$ cat src/rtl/pc_fetch_unit_pkg.sv
// pc_fetch_unit_pkg: condition codes, PSR flag indices and PC width shared by the fetch unit
package pc_fetch_unit_pkg;
  localparam int PC_W = 16;
  localparam logic [3:0] CC_EQ = 4'h0;
  localparam logic [3:0] CC_NE = 4'h1;
  localparam logic [3:0] CC_CS = 4'h2;
  localparam logic [3:0] CC_CC = 4'h3;
  localparam logic [3:0] CC_HI = 4'h4;
  localparam logic [3:0] CC_LS = 4'h5;
  localparam logic [3:0] CC_GT = 4'h6;
  localparam logic [3:0] CC_LE = 4'h7;
  localparam logic [3:0] CC_FS = 4'h8;
  localparam logic [3:0] CC_FC = 4'h9;
  localparam logic [3:0] CC_LO = 4'hA;
  localparam logic [3:0] CC_HS = 4'hB;
  localparam logic [3:0] CC_LT = 4'hC;
  localparam logic [3:0] CC_GE = 4'hD;
  localparam logic [3:0] CC_UC = 4'hE;
  localparam logic [3:0] CC_NV = 4'hF;
  localparam int PSR_C = 0;
  localparam int PSR_L = 1;
  localparam int PSR_F = 2;
  localparam int PSR_Z = 3;
  localparam int PSR_N = 4;
endpackage

$ cat src/rtl/pc_fetch_unit_if.sv
// pc_fetch_unit_if: control, operand and register-output bundle of the fetch unit
interface pc_fetch_unit_if;
  import pc_fetch_unit_pkg::*;
  logic            PCReset;
  logic            PCWrite;
  logic            PCIncrement;
  logic [7:0]      PCImmediate;
  logic [PC_W-1:0] JumpTarget;
  logic            CondEn;
  logic [3:0]      Cond;
  logic [4:0]      PSR;
  logic            LinkWrite;
  logic            IRReset;
  logic            IRWrite;
  logic [15:0]     MemData;
  logic [PC_W-1:0] PC;
  logic [15:0]     INS;
  logic [PC_W-1:0] Link;
  logic            BranchTaken;
  modport master(
    output PCReset, PCWrite, PCIncrement, PCImmediate, JumpTarget, CondEn, Cond, PSR,
           LinkWrite, IRReset, IRWrite, MemData,
    input  PC, INS, Link, BranchTaken
  );
  modport slave(
    input  PCReset, PCWrite, PCIncrement, PCImmediate, JumpTarget, CondEn, Cond, PSR,
           LinkWrite, IRReset, IRWrite, MemData,
    output PC, INS, Link, BranchTaken
  );
endinterface

$ cat src/rtl/pc_fetch_unit_branch_cond_eval.sv
// branch_cond_eval: combinational condition-code test against the PSR flags
module branch_cond_eval
  import pc_fetch_unit_pkg::*;
(
  input  logic [3:0] Cond,
  input  logic [4:0] PSR,
  output logic       cond_true
);
  logic c, l, f, z, n;
  logic [15:0] truth;
  assign c = PSR[PSR_C];
  assign l = PSR[PSR_L];
  assign f = PSR[PSR_F];
  assign z = PSR[PSR_Z];
  assign n = PSR[PSR_N];
  // one bit per condition code, bit index == code value (EQ at bit 0 .. never at bit 15)
  assign truth = {1'b0, 1'b1, n | z, ~n & ~z, l | z, ~l & ~z, ~f, f,
                  ~n, n, ~l, l, ~c, c, ~z, z};
  assign cond_true = truth[Cond];
endmodule

$ cat src/rtl/pc_fetch_unit.sv
// pc_fetch_unit: program counter, instruction register and link register with conditional redirects
module pc_fetch_unit
  import pc_fetch_unit_pkg::*;
(
  input logic          Clock,
  input logic          Reset,
  pc_fetch_unit_if.slave bus
);
  logic [PC_W-1:0] pc, link, pc_seq, pc_rel, pc_next;
  logic [15:0]     ins;
  logic            bt, cond_true, taken, redirect, link_en, bt_next;
  branch_cond_eval u_cond (
    .Cond      (bus.Cond),
    .PSR       (bus.PSR),
    .cond_true (cond_true)
  );
  assign taken    = ~bus.CondEn | cond_true;
  assign redirect = bus.PCWrite | bus.PCIncrement;
  assign pc_seq   = pc + 16'd1;
  assign pc_rel   = pc + {{8{bus.PCImmediate[7]}}, bus.PCImmediate};
  // PCReset beats PCWrite beats PCIncrement; an untaken redirect still steps sequentially
  always_comb
    pc_next = !bus.PCReset ? '0 :
              bus.PCWrite ? (taken ? bus.JumpTarget : pc_seq) :
              bus.PCIncrement ? (taken ? pc_rel : pc_seq) : pc;
  assign link_en = bus.LinkWrite & redirect & taken & bus.PCReset;
  // an increment of exactly +1 is sequential flow, not a branch
  assign bt_next = taken & (bus.PCWrite | (bus.PCIncrement & (bus.PCImmediate != 8'h01)));
  // PC, link and branch-pulse registers
  always_ff @(posedge Clock or negedge Reset) begin
    if (!Reset) begin
      pc   <= '0;
      link <= '0;
      bt   <= 1'b0;
    end else begin
      pc   <= pc_next;
      link <= link_en ? pc_seq : link;
      bt   <= bt_next;
    end
  end
  // instruction register, independent of the PC path
  always_ff @(posedge Clock or negedge Reset) begin
    if (!Reset) ins <= '0;
    else ins <= !bus.IRReset ? 16'h0000 : bus.IRWrite ? bus.MemData : ins;
  end
  assign bus.PC          = pc;
  assign bus.INS         = ins;
  assign bus.Link        = link;
  assign bus.BranchTaken = bt;
endmodule

$ cat src/flat_wrapper.sv
// flat-port wrapper written by rule: the top's interface ports become plain ports
module pc_fetch_unit_flat import pc_fetch_unit_pkg::*;
  (Clock, Reset, bus_PCReset, bus_PCWrite, bus_PCIncrement, bus_PCImmediate, bus_JumpTarget, bus_CondEn, bus_Cond, bus_PSR, bus_LinkWrite, bus_IRReset, bus_IRWrite, bus_MemData, bus_PC, bus_INS, bus_Link, bus_BranchTaken);
  pc_fetch_unit_if bus_i ();
  input logic Clock;
  input logic Reset;
  input wire logic [$bits(bus_i.PCReset)-1:0] bus_PCReset;
  input wire logic [$bits(bus_i.PCWrite)-1:0] bus_PCWrite;
  input wire logic [$bits(bus_i.PCIncrement)-1:0] bus_PCIncrement;
  input wire logic [$bits(bus_i.PCImmediate)-1:0] bus_PCImmediate;
  input wire logic [$bits(bus_i.JumpTarget)-1:0] bus_JumpTarget;
  input wire logic [$bits(bus_i.CondEn)-1:0] bus_CondEn;
  input wire logic [$bits(bus_i.Cond)-1:0] bus_Cond;
  input wire logic [$bits(bus_i.PSR)-1:0] bus_PSR;
  input wire logic [$bits(bus_i.LinkWrite)-1:0] bus_LinkWrite;
  input wire logic [$bits(bus_i.IRReset)-1:0] bus_IRReset;
  input wire logic [$bits(bus_i.IRWrite)-1:0] bus_IRWrite;
  input wire logic [$bits(bus_i.MemData)-1:0] bus_MemData;
  output wire logic [$bits(bus_i.PC)-1:0] bus_PC;
  output wire logic [$bits(bus_i.INS)-1:0] bus_INS;
  output wire logic [$bits(bus_i.Link)-1:0] bus_Link;
  output wire logic [$bits(bus_i.BranchTaken)-1:0] bus_BranchTaken;
  assign bus_i.PCReset = bus_PCReset;
  assign bus_i.PCWrite = bus_PCWrite;
  assign bus_i.PCIncrement = bus_PCIncrement;
  assign bus_i.PCImmediate = bus_PCImmediate;
  assign bus_i.JumpTarget = bus_JumpTarget;
  assign bus_i.CondEn = bus_CondEn;
  assign bus_i.Cond = bus_Cond;
  assign bus_i.PSR = bus_PSR;
  assign bus_i.LinkWrite = bus_LinkWrite;
  assign bus_i.IRReset = bus_IRReset;
  assign bus_i.IRWrite = bus_IRWrite;
  assign bus_i.MemData = bus_MemData;
  assign bus_PC = bus_i.PC;
  assign bus_INS = bus_i.INS;
  assign bus_Link = bus_i.Link;
  assign bus_BranchTaken = bus_i.BranchTaken;
  pc_fetch_unit u_core (.Clock(Clock), .Reset(Reset), .bus(bus_i));
endmodule
$ cat config.mk
export PLATFORM = sky130hd
export DESIGN_NAME = pc_fetch_unit_flat
export DESIGN_NICKNAME = d
export VERILOG_FILES = /design/src/rtl/pc_fetch_unit_pkg.sv /design/src/rtl/pc_fetch_unit_if.sv /design/src/rtl/pc_fetch_unit_branch_cond_eval.sv /design/src/rtl/pc_fetch_unit.sv /design/src/flat_wrapper.sv
export SDC_FILE = /design/constraint.sdc
export NUM_CORES = 1
export LEC_CHECK = 0
export BUFFER_PORTS_ARGS = -buffer_cell sky130_fd_sc_hd__buf_2
export CORE_MARGIN = 1
export CORE_UTILIZATION = 45
export CTS_CLUSTER_SIZE = 20
export DETAILED_ROUTE_END_ITERATION = 8
export MAX_ROUTING_LAYER = met4
export PLACE_DENSITY = 0.73
export SYNTH_ARGS = -nofsm -noshare
export SYNTH_HDL_FRONTEND = slang
export SYNTH_HIERARCHICAL = 1
export SYNTH_SLANG_ARGS = --single-unit
$ cat constraint.sdc
create_clock -name Clock -period 4.92 [get_ports Clock]
set_input_delay 0.984 -clock Clock [delete_from_list [all_inputs] [get_ports Clock]]
set_output_delay 0.984 -clock Clock [all_outputs]
set_load 0.005 [all_outputs]
==> results of run 1 <==
[final timing paths]
check	start	endpoint	slack, ns	cells after the start
max	bus_Cond[1]	u_core/bus.PC[15]$_DFFE_PN0P_	1.70	12
min	u_core/bus.Link[11]$_DFFE_PN0P_	u_core/bus.Link[11]$_DFFE_PN0P_	0.48	2
max reg2reg	u_core/bus.PC[0]$_DFFE_PN0P_	u_core/bus.PC[14]$_DFFE_PN0P_	2.13	9
min reg2reg	u_core/bus.Link[11]$_DFFE_PN0P_	u_core/bus.Link[11]$_DFFE_PN0P_	0.48	2
max in group asynchronous	Reset	u_core/bus.INS[4]$_DFFE_PN0P_	3.40	1
min in group asynchronous	Reset	u_core/bus.BranchTaken$_DFF_PN0_	0.87	1
[synth_stat cells, types with 6 or more instances]
library cell	instances	area [µm²]
sky130_fd_sc_hd__dfrtp_1	49	1230
sky130_fd_sc_hd__nand2_1	45	169
sky130_fd_sc_hd__o21ai_0	39	195
sky130_fd_sc_hd__mux2i_1	22	220
sky130_fd_sc_hd__nor2b_1	21	131
sky130_fd_sc_hd__a21oi_1	19	95.1
sky130_fd_sc_hd__nor2_1	18	67.6
sky130_fd_sc_hd__ha_1	16	200
sky130_fd_sc_hd__clkbuf_1	12	45.0
sky130_fd_sc_hd__xor2_1	12	105
sky130_fd_sc_hd__a21o_1	11	82.6
sky130_fd_sc_hd__xnor2_1	10	87.6
sky130_fd_sc_hd__nand3_1	7	35.0
sky130_fd_sc_hd__nor3_1	7	35.0
sky130_fd_sc_hd__a211oi_1	6	45.0
sky130_fd_sc_hd__inv_1	6	22.5
[layer usage]
metal / GRT usage (%) / vias up
met5: - / -
met4: 7.26 / 0
met3: 2.96 / 12
met2: 32.9 / 159
met1: 30.2 / 1507
li1: - / 1616
[cell families (layout without fill, tap and decap cells)]
logic type / after synthesis / count (layout) / share of synthesized area (%)
mux: 23 / 23 / 6.65
xor+xnor: 22 / 22 / 5.54
fa+ha+maj: 17 / 17 / 6.33
buf+inv: 25 / 123 / 3.81
flops: 49 / 49 / 35.3
simple gates: 133 / 133 / 20.1
compound gates: 117 / 117 / 22.3
[metrics by stage]
stage,total power [mW],hold WS (ns),util (%),area [µm²]
floorplan,0.793,0.473,-,3480
global placement,0.937,0.458,54.9,4050
detailed placement,0.948,0.466,54.9,4050
CTS,1.18,0.486,56.1,4140
global route,1.26,0.504,56.1,4140
finish,1.18,0.478,56.1,4140
[power breakdown]
group / total, mW / switching (mW) / internal [mW]
clock network: 0.234 / 0.134 / 0.0997
logic: 0.419 / 0.227 / 0.192
registers: 0.526 / 0.0657 / 0.460
total: 1.18 / 0.427 / 0.751
[registers in the layout, indices dropped and copies added (netlist names)]
signal / flops
u_core/bus.Link: 16
u_core/bus.INS: 16
u_core/bus.BranchTaken: 1
u_core/bus.PC: 16
[area by class of cell]
type                            instances  area (µm²)  area share (%)
Multi-Input combinational cell        312        2120            51.2
Sequential cell                        49        1230            29.6
Timing Repair Buffer                  109         553            13.4
Tap cell                               99         124            2.99
Clock buffer                            5        68.8            1.66
Clock inverter                          3        22.5           0.544
Inverter                                6        22.5           0.544
[critical path, delay by kind of cell]
family	cells	cell delay, ns
AND/OR/NAND/NOR	3	0.45
AO/OA/AOI/OAI	6	1.47
XOR/XNOR	1	0.18
buffers and inverters	2	0.33
==> impl_metrics.toml, run 1 <==
[outcome]
status = "finished, final reports clean"

[die]
count_of_boundary_i_o_pins = 107
die_x_um = 89.9
die-area_um2 = 8090
floorplan.initialDensity_pct = 47.2
floorplan.rows = 31
core_area_um2 = 7370
chipHeight_um = 89.9

[placed_design]
post-place-cells = 575
half_perimeter_wire_length_after_detailed_placement_um = 6580
routabilityCongestion = 0.988
portBuffers = 106
preCtsSetupSlack_ns = 1.42

[sta]
worst_slack_ns = 1.70
final_hold_vios = 0
rsz_0062_raised_after_global_routing = "no"
timing.setup.tns_ns = 0
fin_skew_ns = 0.00631
max_slew_margin_pct = 28.4
min_period_ns = 3.22
maxClockFrequency_mhz = 311
worst-slew-pin-transition_ns = 1.07
maxSlewViolCount = 0
final-setup-viol-count = 0
post-route-period-util_pct = 65.4

[synth]
synth.yosys.seq_area_share_pct = 35.3
post_synthesis_cell_count = 386
postSynth.asyncResetShare_pct = 100
postSynthNetCount = 461
post_synth_instance_area_um2 = 3480
synthesis.area_per_instance_um2 = 9.01
synth_warnings = 6
ys_ff_latch = 49
synth_edf_count = 0
synth_cell_type_count = 60
ys_dominant_reg_cell = "sky130_fd_sc_hd__dfrtp_1"

[drt]
post_drt_via_cell_ratio = 5.65
dr_total_vias = 3294
dr_top_layer = "met4"
drc = 0
m1WireLength_um = 3890
routed_wire_length_per_instance_um = 14.6
met2WireLength_um = 3810
dr_iter_0_viols = 173
route.antenna.remaining_nets = 0
met3_wirelength_um = 680
wl_um = 8530
drtPass1Iterations = 5

[setup_path]
timing.critical_path.mode_cell = "sky130_fd_sc_hd__a211o_1"
critical_path_peak_fanout = 18
criticalPathCategory = "in2reg"
worst-endpoint-required_ns = 5.11
cp-start-kind = "primary input"
path_cells = "buf_2 -> nor3b_1 -> a211o_1 -> a311oi_1 -> xnor2_1 -> nand2b_1 -> buf_4 -> nand2_1 -> o21ai_0 -> a21oi_1 -> a41o_1 -> a211o_1"
slowest_stage = "sky130_fd_sc_hd__a311oi_1"
worstSetupEndpointType = "flip-flop"
worst_path_largest_cell_delay_ns = 0.33
crit_arrival_ns = 3.41

[global_route]
vias_in_the_first_global_route = 2926
grt-ovfl-total = 0
grtUsageTotal_pct = 21.8
grt_first_pass_wirelength_um = 14100
grt_start_max_net_pins = 50
antenna_found_initial = 0

[final_layout]
synthToLayoutAreaGrowth_pct = 18.9
number_of_fill_cells_in_the_layout = 691
final_cells = 583
diodes = 0
number_of_nets_at_the_end_of_the_flow = 558
layout_common_cells = "sky130_fd_sc_hd__buf_2, sky130_fd_sc_hd__dfrtp_1, sky130_fd_sc_hd__nand2_1"
drive_gt1_share_pct = 27.3
final_common_cell = "sky130_fd_sc_hd__buf_2"

[pwr]
leak_pwr_nw = 2.04
power.density_nw_per_um2 = 285
peakVddDrop_mv = 0.133

[clock_network]
clock-root-buffer = "sky130_fd_sc_hd__clkbuf_8"
post_cts.repair.setup_buffers = 0
post_cts.resized_instances = 0
tritoncts_clock_tree = "done"
total_clock_sinks = 49
insertion_delay_to_the_later_sink_of_the_worst_skew_pair_ns = 0.30
clock_path_buffers = 2
clock_pin_slew_worst_setup_and_hold_paths_ns = 0.09
cts_hold_buffers = 0
inserted_clock_buffers = 5
htree_levels = 2

[worst_hold_path]
min_path_type = "reg2reg"

[job]
maxCapViolCount = 0
Power figures use the tool's default switching activity.
==> run 2, diff against run 1 <==
--- a/config.mk
+++ b/config.mk
@@ -5,6 +5,7 @@
 export SDC_FILE = /design/constraint.sdc
 export NUM_CORES = 1
 export LEC_CHECK = 0
+export ABC_AREA = 1
 export BUFFER_PORTS_ARGS = -buffer_cell sky130_fd_sc_hd__buf_2
 export CORE_MARGIN = 1
 export CORE_UTILIZATION = 45
==> constraint.sdc (replaced) <==
create_clock -name Clock -period 3 [get_ports Clock]
set_input_delay 0.6 -clock Clock [delete_from_list [all_inputs] [get_ports Clock]]
set_output_delay 0.6 -clock Clock [all_outputs]
set_load 0.005 [all_outputs]
==> impl_metrics.toml, run 2 <==
[synth]
ys_ff_latch = 49
ys_dominant_reg_cell = "sky130_fd_sc_hd__dfrtp_1"
synth_edf_count = 0
post_synth_main_area_contributors = "sky130_fd_sc_hd__dfrtp_1, sky130_fd_sc_hd__nand2_1, sky130_fd_sc_hd__nand3_1, sky130_fd_sc_hd__inv_1, sky130_fd_sc_hd__ha_1"
postSynth.asyncResetShare_pct = 100
post_synthesis_cell_count = 543
netlist.top_cell.by_area = "sky130_fd_sc_hd__dfrtp_1"
synth.yosys.seq_area_share_pct = 34.3
synth.cells.most_frequent = "sky130_fd_sc_hd__nand2_1, sky130_fd_sc_hd__nand3_1, sky130_fd_sc_hd__inv_1"
synth_warnings = 6
synth_cell_type_count = 30
yosysMostFrequentCell = "sky130_fd_sc_hd__nand2_1"
postSynthNetCount = 618
synthesis.area_per_instance_um2 = 6.59
post_synth_instance_area_um2 = 3580
synthDominantCellAreaShare_pct = 34.3

[global_route]
antenna_found_initial = 0
grt_first_pass_wirelength_um = 16200
grt_start_max_net_pins = 33
vias_in_the_first_global_route = 3543
grtUsageTotal_pct = 24.7
grt-ovfl-total = 0

[sta]
rsz_0062_raised_after_global_routing = "no"
timing.setup.tns_ns = 0
final-setup-viol-count = 0
maxSlewViolCount = 0
min_period_ns = 2.07
fin_skew_ns = 0.00761
post-route-period-util_pct = 69.1
timing.hold.ws_ns = 0.274
worst-slew-pin-transition_ns = 0.707
maxClockFrequency_mhz = 482
final_hold_vios = 0
max_slew_margin_pct = 52.7

[final_layout]
layout_common_cells = "sky130_fd_sc_hd__nand2_1, sky130_fd_sc_hd__buf_2, sky130_fd_sc_hd__nand3_1"
final_cells = 747
diodes = 0
synthToLayoutAreaGrowth_pct = 19.9
multi_input_comb_area_um2 = 2030
drive_gt1_share_pct = 20.3
final_common_cell = "sky130_fd_sc_hd__nand2_1"
number_of_fill_cells_in_the_layout = 779
register_area_um2 = 1230
number_of_nets_at_the_end_of_the_flow = 719

[die]
chipHeight_um = 91.2
floorplan.rows = 32
die_x_um = 91.2
count_of_boundary_i_o_pins = 107
floorplan.initialDensity_pct = 46.3
die-area_um2 = 8310
core_area_um2 = 7730

[placed_design]
portBuffers = 106
post-place-cells = 739
routabilityCongestion = 0.912
half_perimeter_wire_length_after_detailed_placement_um = 7700

[setup_path]
critPathBufInv = 4
worst_path_largest_cell_delay_ns = 0.43
worstSetupEndpointType = "flip-flop"
timing.critical_path.mode_cell = "sky130_fd_sc_hd__nand2_1"
cpLargestDelayFamily = "simple AND/OR/NAND/NOR gates"
worst-endpoint-required_ns = 3.20
crit_arrival_ns = 2.27
criticalPathCategory = "in2reg"
path_cells = "buf_2 -> inv_2 -> nand2_1 -> nor2_1 -> nor2_1 -> nand2_1 -> nand2_1 -> nand2_1 -> nand2_1 -> inv_1 -> nor2_2 -> inv_1 -> nand3_2 -> o21ai_0"
critical_path_peak_fanout = 31
cp-start-kind = "primary input"
slowest_stage = "sky130_fd_sc_hd__nand3_2"

[clock_network]
insertion_delay_to_the_later_sink_of_the_worst_skew_pair_ns = 0.30
post_cts.resized_instances = 0
post_cts.repair.setup_buffers = 0
tritoncts_clock_tree = "done"
clock_pin_slew_worst_setup_and_hold_paths_ns = 0.09
inserted_clock_buffers = 5
clock_path_buffers = 2
htree_levels = 2
total_clock_sinks = 49
cts_hold_buffers = 0
clock-root-buffer = "sky130_fd_sc_hd__clkbuf_8"

[worst_hold_path]
min_path_type = "in2async"

[drt]
drc = 0
dr_total_vias = 3832
route.antenna.remaining_nets = 0
wl_um = 9600
routed_wire_length_per_instance_um = 12.9
post_drt_via_cell_ratio = 5.13
dr_iter_0_viols = 313
drtPass1Iterations = 6

[outcome]
status = "finished, final reports clean"

[job]
maxCapViolCount = 0

[pwr]
power.density_nw_per_um2 = 436
leak_pwr_nw = 2.46
peakVddDrop_mv = 0.185
-- run 2: cell types whose count changed in the layout (fill, tap and decap cells not counted), moves of 7 or more --
cell,delta
sky130_fd_sc_hd__xnor2_1,-7
sky130_fd_sc_hd__nor2b_1,-21
sky130_fd_sc_hd__o21ai_0,-16
sky130_fd_sc_hd__a21o_1,-11
sky130_fd_sc_hd__mux2i_1,-22
sky130_fd_sc_hd__nand2_1,+149
sky130_fd_sc_hd__nand3_1,+63
sky130_fd_sc_hd__inv_1,+60
sky130_fd_sc_hd__nor2_1,+14
-- run 2: where the power goes --
group	switching [mW]	internal (mW)	total (mW)	leakage, nW
clock	0.232	0.166	0.398	0.0445
sequential	0.0865	0.742	0.829	0.643
combinational	0.385	0.257	0.642	1.77
-- run 2: kinds of logic (layout without fill, tap and decap cells) --
| family | after synthesis | in the layout | synth area share (%) |
|---|---|---|---|
| fa+ha+maj | 17 | 17 | 6.16 |
| simple gates | 317 | 317 | 37.5 |
| xor+xnor | 13 | 13 | 3.18 |
| compound gates | 63 | 63 | 9.86 |
| flops | 49 | 49 | 34.3 |
| buf+inv | 84 | 186 | 8.99 |
-- run 2: final cells by class --
type	count	share of cell area, %
multi-input combinational	410	47.4
sequential	49	28.6
timing repair buffer	109	12.9
inverter	69	6.04
tap	102	2.98
clock buffer	5	1.60
clock inverter	3	0.496
-- run 2: per-stage QoR --
stage / instance area, µm² / setup slack (ns) / total power, mW / utilization, %
5_1_grt: 4290 / 0.647 / 2.00 / 55.5
3_3_place_gp: 4200 / 0.623 / 1.46 / 54.3
2_1_floorplan: 3580 / 1.05 / 1.22 / -
3_5_place_dp: 4200 / 0.606 / 1.48 / 54.3
6_report: 4290 / 0.927 / 1.87 / 55.5
4_1_cts: 4290 / 0.916 / 1.87 / 55.5
-- run 2: worst reg2reg max path: cells and delay by family, from the launching register on --
kind | cells | cell delay (ns)
flops | 1 | 0.50
xor+xnor | 1 | 0.16
simple gates | 7 | 0.81
fa+ha+maj | 1 | 0.40
-- run 2: metal layers --
layer  GRT usage, %  vias up  wire length [µm]
li1               -     1941                 -
met1           32.4     1749              4260
met2           41.4      132              4620
met3           2.51       10               623
met4           5.82        0               108
met5              -        -                 0
-- run 2: final timing paths --
check / start / end / slack, ns / cells past startpoint
setup / recovery: bus_Cond[1] / u_core/bus.Link[0]$_DFFE_PN0P_ / 0.93 / 14
hold / removal: Reset / u_core/bus.Link[2]$_DFFE_PN0P_ / 0.27 / 1
setup reg to reg: u_core/bus.PC[2]$_DFFE_PN0P_ / u_core/bus.PC[5]$_DFFE_PN0P_ / 1.03 / 9
hold reg to reg: u_core/bus.Link[1]$_DFFE_PN0P_ / u_core/bus.Link[1]$_DFFE_PN0P_ / 0.49 / 2
max in group asynchronous: Reset / u_core/bus.Link[6]$_DFFE_PN0P_ / 1.99 / 2
min in group Clock: u_core/bus.Link[1]$_DFFE_PN0P_ / u_core/bus.Link[1]$_DFFE_PN0P_ / 0.49 / 2
